<file path="src/rtl/mux_select_sequencer.sv">
// ---------------------------------------------------------------------------
// mux_select_sequencer
//
// Purpose:
//   Produces the 3-bit select code for the five-input character multiplexers.
//   The code steps through 0..LAST_CODE, either automatically every
//   DIV_MAX+1 clocks while running, or manually on each press of a raw
//   (unsynchronised, active-low) push-button. A synchronous load can place
//   any code directly; out-of-range load values are clamped to LAST_CODE.
//
// Ports:
//   clock     in   system clock, rising-edge active
//   resetn    in   asynchronous active-low reset
//   run       in   level: 1 = auto-advance (RUN), 0 = paused (PAUSE)
//   step_n    in   raw push-button, active-low, asynchronous to clock
//   dir       in   0 = count up, 1 = count down
//   load      in   synchronous load strobe, wins over any advance
//   load_val  in   [2:0] code to load (clamped to LAST_CODE)
//   sel       out  [2:0] current select code (registered)
//   tick      out  one-cycle pulse in the cycle after any advance
//   wrap      out  one-cycle pulse in the cycle after a wrapping advance
//   running   out  1 while the sequencer is in RUN
// ---------------------------------------------------------------------------
module mux_select_sequencer #(
    parameter int DIV_WIDTH = 26,
    parameter int DIV_MAX   = 49999999,
    parameter int LAST_CODE = 4
) (
    input  logic       clock,
    input  logic       resetn,
    input  logic       run,
    input  logic       step_n,
    input  logic       dir,
    input  logic       load,
    input  logic [2:0] load_val,
    output logic [2:0] sel,
    output logic       tick,
    output logic       wrap,
    output logic       running
);

    typedef enum logic {
        ST_PAUSE = 1'b0,
        ST_RUN   = 1'b1
    } state_t;

    localparam logic [2:0]           LAST     = 3'(LAST_CODE);
    localparam logic [DIV_WIDTH-1:0] DIV_TERM = DIV_WIDTH'(DIV_MAX);
    localparam logic [DIV_WIDTH-1:0] DIV_ONE  = DIV_WIDTH'(1);

    // -----------------------------------------------------------------------
    // State
    // -----------------------------------------------------------------------
    state_t               state_reg;
    logic [DIV_WIDTH-1:0] prescale_reg;
    logic [DIV_WIDTH-1:0] prescale_next;
    logic [2:0]           sync_reg;      // [0]=s1, [1]=s2, [2]=s3
    logic [2:0]           sel_reg;
    logic                 tick_reg;
    logic                 wrap_reg;
    logic                 running_reg;

    // -----------------------------------------------------------------------
    // Combinational decode
    // -----------------------------------------------------------------------
    logic       step_pulse;
    logic       auto_adv;
    logic       adv;
    logic       wrapped;
    logic [2:0] adv_sel;
    logic [2:0] load_sel;

    // Falling edge of the button seen at the end of the 3-flop chain:
    // s3 still holds the old high level while s2 already shows the low.
    assign step_pulse = sync_reg[2] & ~sync_reg[1];

    // The prescaler only ever reaches the terminal count while in RUN,
    // but qualifying with the state keeps the intent explicit.
    assign auto_adv = (state_reg == ST_RUN) && (prescale_reg == DIV_TERM);

    // A coincident button edge and terminal count merge into one advance.
    assign adv = step_pulse | auto_adv;

    assign load_sel = (load_val > LAST) ? LAST : load_val;

    // Next code for an advance. An illegal code (only reachable through an
    // upset) recovers to 0 regardless of direction and does not count as a wrap.
    always_comb begin
        adv_sel = 3'd0;
        wrapped = 1'b0;
        if (sel_reg > LAST) begin
            adv_sel = 3'd0;
            wrapped = 1'b0;
        end else if (!dir) begin
            if (sel_reg == LAST) begin
                adv_sel = 3'd0;
                wrapped = 1'b1;
            end else begin
                adv_sel = sel_reg + 3'd1;
            end
        end else begin
            if (sel_reg == 3'd0) begin
                adv_sel = LAST;
                wrapped = 1'b1;
            end else begin
                adv_sel = sel_reg - 3'd1;
            end
        end
    end

    // Prescaler: counts only while staying in RUN. Entering RUN starts from
    // 0 (it was held there in PAUSE), so the first auto-advance lands
    // DIV_MAX+1 clocks after the transition edge. Dropping run clears it on
    // the same edge that leaves RUN. A load restarts the interval.
    always_comb begin
        prescale_next = '0;
        if (load) begin
            prescale_next = '0;
        end else if ((state_reg == ST_RUN) && run) begin
            if (prescale_reg == DIV_TERM) begin
                prescale_next = '0;
            end else begin
                prescale_next = prescale_reg + DIV_ONE;
            end
        end else begin
            prescale_next = '0;
        end
    end

    // -----------------------------------------------------------------------
    // Sequential: FSM, synchroniser, prescaler, select code, status pulses
    // -----------------------------------------------------------------------
    always_ff @(posedge clock or negedge resetn) begin
        if (!resetn) begin
            state_reg    <= ST_PAUSE;
            running_reg  <= 1'b0;
            prescale_reg <= '0;
            // Idle button level, so a press in flight at reset is dropped.
            sync_reg     <= 3'b111;
            sel_reg      <= 3'd0;
            tick_reg     <= 1'b0;
            wrap_reg     <= 1'b0;
        end else begin
            sync_reg     <= {sync_reg[1:0], step_n};
            prescale_reg <= prescale_next;

            case (state_reg)
                ST_PAUSE: begin
                    if (run) begin
                        state_reg   <= ST_RUN;
                        running_reg <= 1'b1;
                    end else begin
                        state_reg   <= ST_PAUSE;
                        running_reg <= 1'b0;
                    end
                end
                ST_RUN: begin
                    if (!run) begin
                        state_reg   <= ST_PAUSE;
                        running_reg <= 1'b0;
                    end else begin
                        state_reg   <= ST_RUN;
                        running_reg <= 1'b1;
                    end
                end
                default: begin
                    state_reg   <= ST_PAUSE;
                    running_reg <= 1'b0;
                end
            endcase

            if (load) begin
                // Load swallows any advance in the same cycle, including
                // its status pulses.
                sel_reg  <= load_sel;
                tick_reg <= 1'b0;
                wrap_reg <= 1'b0;
            end else begin
                tick_reg <= adv;
                wrap_reg <= adv & wrapped;
                if (adv) begin
                    sel_reg <= adv_sel;
                end
            end
        end
    end

    assign sel     = sel_reg;
    assign tick    = tick_reg;
    assign wrap    = wrap_reg;
    assign running = running_reg;

endmodule

</file>
<file path="config.mk">
export PLATFORM = sky130hd
export DESIGN_NAME = mux_select_sequencer
export DESIGN_NICKNAME = d
export VERILOG_FILES = /design/src/rtl/mux_select_sequencer.sv
export SDC_FILE = /design/constraint.sdc
export NUM_CORES = 1
export LEC_CHECK = 0
export ABC_CLOCK_PERIOD_IN_PS = 3600
export CAP_MARGIN = 20
export CORE_MARGIN = 1
export CORE_UTILIZATION = 45
export DETAILED_ROUTE_END_ITERATION = 10
export PLACE_DENSITY_LB_ADDON = 0.3
export SETUP_SLACK_MARGIN = 0.4
export SLEW_MARGIN = 20
export SYNTH_ARGS = -nofsm -noshare
export SYNTH_HDL_FRONTEND = slang
export SYNTH_SLANG_ARGS = --single-unit
</file>
<file path="constraint.sdc">
create_clock -name clock -period 3.6 [get_ports clock]
set_input_delay 0.36 -clock clock [delete_from_list [all_inputs] [get_ports clock]]
set_output_delay 0.36 -clock clock [all_outputs]
set_load 0.01 [all_outputs]
</file>
---- Word-level counts from Yosys, hierarchy flattened ----
Cells that the tools add are included.
word-level totals
  register bits after elaboration ......... 35
  input bits .............................. 9
  output and inout bits ................... 6
  word-level logic and storage cells ...... 38
cells by class
  multiplexer cells ....................... 17
  $lt $le $gt $ge ......................... 2
  bitwise gates (word level) .............. 4
  reductions and logical operators ........ 4
  equal/unequal tests ..................... 2
  add/sub/neg operators ................... 3
operator list
  cell                                                   number
  two-way mux 26 bit                                     3
  adder 26 x 1 -> 26 bit (second input constant)         1
  equality test 26 bit (second input constant)           1
  two-way mux 3 bit                                      7
  two-way mux 1 bit                                      7
  greater-than comparator 3 bit (second input constant)  2
  adder 3 x 1 -> 3 bit (second input constant)           1
  equality test 3 bit (second input constant)            1
  zero test 3 bit                                        1
  subtractor 3 x 1 -> 3 bit (second input constant)      1
  AND 1 bit                                              2
  logical AND 1 bit                                      2
  nonzero test 2 bit                                     1
  NOT 1 bit                                              1
  OR 1 bit                                               1

---- Longest topological paths before layout ----
  word-level depth ........................ 6
  depth in mapped cells ................... 7
  mapped depth without buffers ............ 6

---- Worst setup path after synthesis ----
No wires, ideal clock.
  path kind ............................... reg-to-reg
  start point ............................. reg prescale_reg[0]
  end point ............................... reg prescale_reg[10]
  cell stages (with the launch flop) ...... 8
  library setup time ...................... 121 ps
  arrival time ............................ 1783 ps
  path slack .............................. 1696 ps
  period minus slack after synthesis ...... 1904 ps
  required time ........................... 3479 ps
  path buffers ............................ 2
  path through ............................ dfrtp_1 ha_1 and4_2 buf_2 nand4_1 o31ai_2 buf_2 nor2_1
between the ends
  word-level cells in the longest chain between the ends .. 4
  elaborated cells on any way between the ends .. 5
  those cells by class .................... add/sub (1); eq/ne (1); mux (3)
ends and longest elaborated chain
  what                                                            RTL line  text
  start: declaration                                              55        logic [DIV_WIDTH-1:0] prescale_reg;
  start signal: assignment                                        145       prescale_reg <= prescale_next;
  adder 26 x 1 -> 26 bit or equality test 26 bit (tied branches)  123, 120
  two-way mux 26 bit (*)                                          120       if (prescale_reg == DIV_TERM) begin
  two-way mux 26 bit (*)                                          119       end else if ((state_reg == ST_RUN) && run) begin
  two-way mux 26 bit (*)                                          117       if (load) begin
  via prescale_next[10]                                           56        logic [DIV_WIDTH-1:0] prescale_next;
Mark *: on every way through the listed nets, which the timed path passes. The rest lies on a longest branch.
A chain may end at the register's enable or synchronous reset.

---- Final worst setup path ----
  start point ............................. reg prescale_reg[5]
  end point ............................... reg prescale_reg[25]
The elaborated chain is that of the path after synthesis.

==> impl_metrics.toml <==
[clock_tree]
hold_buffers = 0
clkSlewWorstSetupHoldPaths_ns = 0.07
root_buffer = "clkbuf_8"
cts_buffers = 5
cts.sinks = 35
clock_latency_ns = 0.27
cts_max_path_buffers = 2
tritoncts = "yes"
postCtsSetupBuffers = 0
cts-htree-levels = 2
cts_resized = 0

[cells_and_area]
final_cell_count_no_fill = 246
fin_area_um2 = 2070
layout.nets = 210
antenna_cells = 0
area.growth.synth_to_final_pct = 15.7
drive_above_1_share_pct = 8.08
largest_reg_flops = 26

[yosys]
async_reset_ff_share_pct = 100
synth_edf_count = 0
syn-instance-count = 180
synth_fp_nets = 193
avgSynthCellArea_um2 = 9.94
ys_warn_count = 0
synth_top_area_share_pct = 44.8
syn-cell-area_um2 = 1790
synth-seq-cells = 35
ys_seq_area_share_pct = 49.2
ys.flop_type = "dfrtp_1"
synth_area_leaders = "dfrtp_1 (45%), xor2_1 (4.9%), dfstp_2 (4.4%)"
synth_common_cells = "dfrtp_1 (32), nor2_1 (18), nand2_1 (15)"
synth.largest_area_cell = "dfrtp_1"
yosysMostFrequentCell = "dfrtp_1"
synthDistinctLibCells = 39

[power]
p_leak_nw = 0.804
internal-power_mw = 0.628
clock_power_share_pct = 37.0
power_density_nw_per_um2 = 393
pwr-share-seq_pct = 50.8
vdd_ir_drop_max_mv = 0.229
combPwrFrac_pct = 12.2
p_sw_mw = 0.185
switching_share_pct = 22.8

[floorplanning]
num_rows = 22
fp.dieW_um = 65.1
dieArea_um2 = 4230
start_util_pct = 47.8
fp.coreArea_um2 = 3740
pin_count = 15
chipHeight_um = 65.1

[global_route]
grt_pass1_vias = 1482
antenna_found_initial = 0
grt_max_degree = 36
grt_pass1_wl_um = 6290
overflow = 0
grt_usage_pct = 19.2

[placed_design]
portBuffers = 14
dpl.hpwl_um = 2490
place_congestion = 0.815
dpl_cell_area_um2 = 1970
place_inst = 238

[run]
max-cap-violations = 0

[detailed_routing]
ant_nets = 0
wl_per_cell_um = 14.0
num_vias = 1413
wirelength_um = 3440
drt-initial-drc-count = 157
route.detailed.drc = 0
viasPerCell = 5.74
firstDrtPassIters = 4

[sta]
slew_headroom_pct = 71.5
drv_slew = 0
setup_violations = 0
period_minus_slack_ns = 1.99
finalHoldViolCount = 0
fin_tns_setup_ns = 0
rsz0062_at_grt = "false"
whs_ns = 0.361
finalCritPeriodShare_pct = 55.4
tightestPinTransition_ns = 0.428
skew_ns = 0.00205
fmax_ghz = 0.502

[critical_path]
startpoint_type = "flip-flop"
cp_num_buf_inv = 0
endpoint_kind = "flip-flop"
slowest_stage = "or4_4"
path_class = "reg2reg"
slowest_delay_ns = 0.62
worstPathCellList = "nand4_1 -> or4_4 -> or4_1 -> a21oi_1"
crit_family = "simple AND/OR/NAND/NOR gates"
worstPathMaxFanout = 13
cp.required_ns = 3.80
worstPathArrival_ns = 2.19

[hold_path]
min_path_type = "reg2reg"

[status]
status = "completed"
cell usage in the layout (no fill, tap or decap), types with 7 or more instances in the layout:
| cell | n |
|---|---|
| nand3_1 | 8 |
| nand4_1 | 8 |
| nor2_1 | 18 |
| clkbuf_8 | 7 |
| a21oi_1 | 10 |
| clkdlybuf4s50_1 | 14 |
| xor2_1 | 10 |
| dfrtp_1 | 32 |
| nand2_1 | 15 |
stage by stage:
step / utilization (%) / total power [mW] / worst slack (ns)
after detailed placement: 52.6 / 0.521 / 1.62
final: 55.3 / 0.813 / 1.61
after CTS: 55.3 / 0.824 / 1.59
after global placement: 52.6 / 0.516 / 1.70
after global routing: 55.3 / 0.857 / 1.48
after floorplan: - / 0.473 / 1.70
final cells by class:
class                   count  area, um2
multi-input cells         133        853
fillers                   346       1670
inverters                   6       22.5
flip-flops and latches     35        880
clock buffers               8        100
well taps                  48       60.1
repair buffers             16        155
power groups by stage:
stage	clock, mW	combinational (mW)	sequential [mW]
after floorplan	0	0.0499	0.423
after global placement	0	0.0968	0.420
after detailed placement	0	0.101	0.420
after CTS	0.310	0.101	0.413
after global routing	0.332	0.111	0.414
final	0.301	0.0996	0.413
routing by layer:
metal	wire (um)	vias up	GRT usage, %
met2	1730	28	33.6
met5	0	-	0
met3	132	6	4.58
met4	48	0	8.42
li1	-	685	-
met1	1530	694	22.3
logic make-up (layout without fill, tap and decap cells):
| kind of cell | count (synthesis) | in the layout | share of synthesized area, % |
|---|---|---|---|
| buffers and inverters | 12 | 30 | 3.15 |
| and+or+nand+nor | 82 | 82 | 25.3 |
| muxes | 3 | 3 | 1.68 |
| adders and majority gates | 4 | 4 | 2.80 |
| AOI/OAI and AO/OA | 28 | 28 | 10.1 |
| DFF | 35 | 35 | 49.2 |
| xor gates and xnor gates | 16 | 16 | 7.83 |
final timing paths:
| kind | startpoint | to | slack (ns) | cells past startpoint |
|---|---|---|---|---|
| max | prescale_reg[5]$_DFF_PN0_ | prescale_reg[25]$_DFF_PN0_ | 1.61 | 4 |
| min | sync_reg[0]$_DFF_PN1_ | sync_reg[1]$_DFF_PN1_ | 0.36 | 0 |
| max reg2reg | prescale_reg[5]$_DFF_PN0_ | prescale_reg[25]$_DFF_PN0_ | 1.61 | 4 |
| min reg2reg | sync_reg[0]$_DFF_PN1_ | sync_reg[1]$_DFF_PN1_ | 0.36 | 0 |
| max in group asynchronous | resetn | sync_reg[2]$_DFF_PN1_ | 2.78 | 2 |
| min in group asynchronous | resetn | sel[0]$_DFFE_PN0P_ | 0.49 | 2 |
Note: power is estimated with default switching activity, not from simulation.
==> RTL change 1: new RTL, same settings <==
Register the output `running` once more, with the module's reset; this adds one clock of latency there. The other outputs are not delayed to match.
--- a/src/rtl/mux_select_sequencer.sv
+++ b/src/rtl/mux_select_sequencer.sv
@@ -190,3 +190,9 @@
     assign wrap    = wrap_reg;
-    assign running = running_reg;
+    always_ff @(posedge clock or negedge resetn) begin
+        if (!resetn) begin
+            running <= '0;
+        end else begin
+            running <= running_reg;
+        end
+    end
 
Formal check against the unedited RTL: not equivalent (a bounded check fails within 4 cycles, from zero or initial values and one cycle with resetn low).
==> RTL change 1 against the original RTL <==
Count of clock-buffer cells in the layout down 3; final area up 1.8%; clock skew up 7.9 ps; utilization up 0.56 points; maximum frequency up 0.85%; worst setup slack better by 17 ps; die area up 1.4%; cell count up 0.41%; sequential cell count up 1; non-clock buffer count unchanged; global-route usage up 0.20 points; synthesized area up 1.4%; power up 7.4%; routed wire length up 1.4%; critical path type unchanged; critical endpoint unchanged; largest power group unchanged.
==> RTL change 1: results (changes against the original RTL) <==
placed_design:
  post-place-ws_ps: 1608  # -9.500 ps
  post_dp_cell_area_um2: 1996  # +1.3%
  place_hpwl_mm: 2.390  # -3.9%
  routabilityCongestion: 0.8393  # +3.0%
layout:
  fillers: 330  # -4.6%
  seq_area_frac: 0.4293  # +0.004562
  nNonClkInverters: 6  # unchanged
  multi_input_area_share: 0.4050  # -0.007096
  layout-drive-gt1-share: 0.08543  # +0.004619
  nets: 211  # +0.48%
  area_share_clock_buf_inv: 0.05285  # +0.004512
  nonClkBufAreaFrac: 0.07363  # -0.001290
worst_hold_path:
  min-delay-start: "sync_reg[0]"
  holdPathEnd: "sync_reg[1]"
yosys:
  synthTopCellsByArea: "dfrtp_1 46%, xor2_1 4.8%, dfstp_2 4.3%"
  synth_nets: 194  # +0.52%
  netlist_area_um2: 1814  # +1.4%
  yosys.area_share.adder: 0.02759  # -0.0003858
  synth_compound_area_frac: 0.09931  # -0.001389
  synth_xor_area_frac: 0.07724  # -0.001080
  ys_ff_latch: 36  # +2.9%
  yosysSeqAreaShare: 0.4986  # +0.007012
  muxShareOfSynthArea: 0.01655  # -0.0002315
  yosys-top-cells-count: "33 x dfrtp_1, 18 x nor2_1, 15 x nand2_1"
timing:
  skew_ps: 9.924  # +7.875 ps
  tightest_slew_ps: 439.6  # +11.70 ps
worst_setup_path:
  crit_path_top_delay_cell: "or4_4"
  path_delay_family: "simple AND/OR/NAND/NOR gates"
  r2r-end: "prescale_reg[25]"
detailed_routing:
  met3WireLength_um: 127  # -3.8%
  firstDrtPassIters: 4  # unchanged
  drt-met1-wl_mm: 1.613  # +5.1%
  routed_wl_mm: 3.493  # +1.4%
  first_iter_violations: 76  # -52%
  vias: 1419  # +0.42%
  wl_met2_mm: 1.670  # -3.4%
power_and_ir_drop:
  leakage_nw: 0.8179  # +1.8%
  p_switching_uw: 203.8  # +10%
  ir_drop_mv: 0.2063  # -9.8%
global_route:
  met1_usage: 0.2399  # +0.01706
  grt_max_degree: 37  # +2.8%
  grt_pass1_wl_mm: 6.237  # -0.76%
  grtUsageTotal: 0.1945  # +0.002005
  use_met3: 0.05729  # +0.01152
  gr-usage-met2: 0.3157  # -0.02022
clock_network:
  clk-insertion-delay-late_ps: 290  # +20 ps
  htreeDepth: 2  # unchanged
  cts_setup_buffers: 0  # unchanged
  clockBufferDepth: 2  # unchanged
run_status:
  outcome: "finished, final reports clean"
[RTL change 1: metrics by stage]
step | hold slack, ps | cells | util | total power, mW
3_3_place_gp | 348.3 | 239 | 0.5292 | 0.5288
2_1_floorplan | 64.41 | 181 | - | 0.4850
3_5_place_dp | 354.2 | 239 | 0.5292 | 0.5318
4_1_cts | 360.8 | 247 | 0.5587 | 0.8859
5_1_grt | 365.8 | 247 | 0.5587 | 0.9143
6_report | 358.0 | 247 | 0.5587 | 0.8734
[RTL change 1: kinds of logic (layout without fill, tap and decap cells)]
| logic type | Yosys count | after routing |
|---|---|---|
| AO/OA/AOI/OAI | 28 | 28 |
| adder cells (fa/ha/maj) | 4 | 4 |
| XOR/XNOR | 16 | 16 |
| flip-flops | 36 | 36 |
| multiplexers | 3 | 3 |
| AND/OR/NAND/NOR | 82 | 82 |
| buffers and inverters | 12 | 30 |
[RTL change 1: worst max path at each step]
stage | start | end | slack (ps) | cells past startpoint
final | prescale_reg[5] | prescale_reg[25] | 1620 | 4
after CTS | prescale_reg[5] | prescale_reg[25] | 1600 | 4
after global placement | prescale_reg[5] | prescale_reg[25] | 1680 | 4
after floorplan | prescale_reg[0] | prescale_reg[10] | 1700 | 7
after detailed placement | prescale_reg[5] | prescale_reg[25] | 1610 | 4
after global routing | prescale_reg[5] | prescale_reg[25] | 1460 | 4
[RTL change 1: power groups by stage]
stage	Combinational (mW)	Clock, mW	Sequential, mW
after floorplan	0.0499	0	0.435
after global placement	0.0972	0	0.432
after detailed placement	0.0992	0	0.433
after CTS	0.0998	0.361	0.425
after global routing	0.109	0.378	0.427
final	0.0985	0.350	0.425
[RTL change 1: worst reg2reg max path, cell delays in order, from the launching register on]
cell and delay (ps):
dfrtp_1 440, nand4_1 170, or4_4 630, or4_1 490
a21oi_1 180
==> RTL change 2: new RTL, same flow settings <==
Without the edit above. The parameter `DIV_WIDTH` goes from 26 to 34.
--- a/src/rtl/mux_select_sequencer.sv
+++ b/src/rtl/mux_select_sequencer.sv
@@ -24,3 +24,3 @@
 module mux_select_sequencer #(
-    parameter int DIV_WIDTH = 26,
+    parameter int DIV_WIDTH = 34,
     parameter int DIV_MAX   = 49999999,
Behaviour: same outputs for any inputs over 10 cycles, from zero or initial values and one cycle with resetn low; that may be too few to reach the edited logic, so the function may still have changed.
==> RTL change 2 against the original RTL <==
Power increased by 9.0%; cell count increased by 27%; sequential cell count increased by 8; largest cell class is now multi-input gates; worst setup slack got worse by 130 ps; synthesized area increased by 26%; count of clock-buffer cells in the layout decreased by 1; routed wire length increased by 18%; critical path type unchanged; worst hold slack got worse by 170 ps; final area increased by 21%; critical endpoint is now prescale_reg[33]; clock skew increased by 3.2 ps; non-clock buffer count decreased by 1; sequential power increased by 22%; first-iteration DRC count decreased by 43%.
==> RTL change 2: results (changes against the original RTL) <==
layout:
  fillers: 434  # +25%
  layout-drive-gt1-share: 0.08163  # +0.0008246
  nets: 257  # +22%
  largest_register_ffs: 34  # +31%
worst_setup_path:
  rrSetupSlack_ps: 1480  # -130 ps
  r2r-end: "prescale_reg[33]"
  rr_worst_depth: 5  # +1
  critPathMaxFanout: 14  # +1
  arrival_ps: 2340  # +150 ps
  crit_path_top_delay_cell: "nor4_4"
  max_stage_delay_ps: 700  # +80 ps
  crit_start: "prescale_reg[7]"
placed_design:
  routabilityCongestion: 0.7763  # -4.7%
  post_dp_cell_area_um2: 2426  # +23%
  io_buffer_count: 14  # unchanged
  place_hpwl_mm: 2.744  # +10%
global_route:
  grt_pass1_vias: 1535  # +3.6%
  grt_pass1_wl_mm: 7.010  # +12%
  grtUsageTotal: 0.1754  # -0.01711
  grt_max_degree: 44  # +22%
detailed_routing:
  firstDrtPassIters: 4  # unchanged
  routed_wl_mm: 4.064  # +18%
  vias: 1628  # +15%
  first_iter_violations: 89  # -43%
yosys:
  yosys-top-cells-count: "44 x nor2_1, 40 x dfrtp_1, 25 x xor2_1"
  synth_xor_area_frac: 0.1283  # +0.04994
  synth_compound_area_frac: 0.04609  # -0.05461
  muxShareOfSynthArea: 0.008884  # -0.007899
  synth_cell_type_count: 38  # -2.6%
  synthTopCellsByArea: "dfrtp_1 44%, xor2_1 9.7%, nor2_1 7.3%"
  yosys.area_share.adder: 0.02221  # -0.005762
  yosysSeqAreaShare: 0.4792  # -0.01243
  synth_nets: 243  # +26%
clock_network:
  cts_buffers: 5  # unchanged
  cts-resized-gates: 0  # unchanged
  clk-insertion-delay-late_ps: 300  # +30 ps
run_status:
  outcome: "finished, final reports clean"
worst_hold_path:
  hold_path_class: "in2async"
power_and_ir_drop:
  ir_drop_mv: 0.1487  # -35%
  leakage_nw: 1.007  # +25%
timing:
  skew_ps: 5.212  # +3.163 ps
  relSlewSlack: 0.3868  # -0.3280
RTL change 2: cell count changes after synthesis, sizes merged, moves of 5 or more:
cell | before | now
nor2 | 18 | 44
dfrtp | 32 | 40
xor2 | 10 | 25
nand3 | 9 | 18
o31ai | 7 | 0
nand4 | 8 | 13
a21oi | 10 | 3
or4 | 7 | 1
RTL change 2: how the worst max path moves through the flow:
stage	endpoint	slack, ps	cells after the start
after floorplan	prescale_reg[7]	1870	6
after CTS	prescale_reg[33]	1440	5
after global placement	prescale_reg[33]	1490	5
after detailed placement	prescale_reg[33]	1470	5
final	prescale_reg[33]	1480	5
after global routing	prescale_reg[33]	1230	5
RTL change 2: cell families (layout without fill, tap and decap cells):
| logic type | after synthesis | in the layout |
|---|---|---|
| compound gates | 15 | 15 |
| xor+xnor | 33 | 33 |
| fa+ha+maj | 4 | 4 |
| buf+inv | 14 | 29 |
| flops | 43 | 43 |
| mux | 2 | 2 |
| simple gates | 119 | 119 |
RTL change 2: routing by layer:
layer / up-vias / global-route usage / share of wire
met1: 780 / 0.2382 / 0.51
met5: - / 0 / 0
met3: 9 / 0.04144 / 0.021
met4: 0 / 0.08497 / 0.023
li1: 819 / - / -
met2: 20 / 0.2638 / 0.44
RTL change 2: power by group:
group	internal, mW	leakage [nW]	total, mW	switching (mW)
Clock	0.136	0.0422	0.296	0.159
Sequential	0.493	0.582	0.504	0.0116
Combinational	0.0399	0.382	0.0862	0.0463
Total	0.669	1.01	0.886	0.217
RTL change 2: final cells by class:
class,count,share of cell area
repair buffers,15,0.05689
inverters,6,0.008982
well taps,67,0.03343
flip-flops and latches,43,0.4306
clock buffers,7,0.03044
multi-input cells,173,0.4376
clock inverters,1,0.001996
RTL change 2: per-stage QoR:
step	power (mW)	setup WS, ps	hold slack [ps]	utilization	std cells
3_3_place_gp	0.5997	1495	345.8	0.5069	304
3_5_place_dp	0.6005	1474	348.4	0.5069	304
2_1_floorplan	0.5615	1870	64.41	-	230
5_1_grt	0.9281	1231	278.7	0.5239	312
4_1_cts	0.8954	1441	233.3	0.5239	312
6_report	0.8860	1476	195.1	0.5239	312
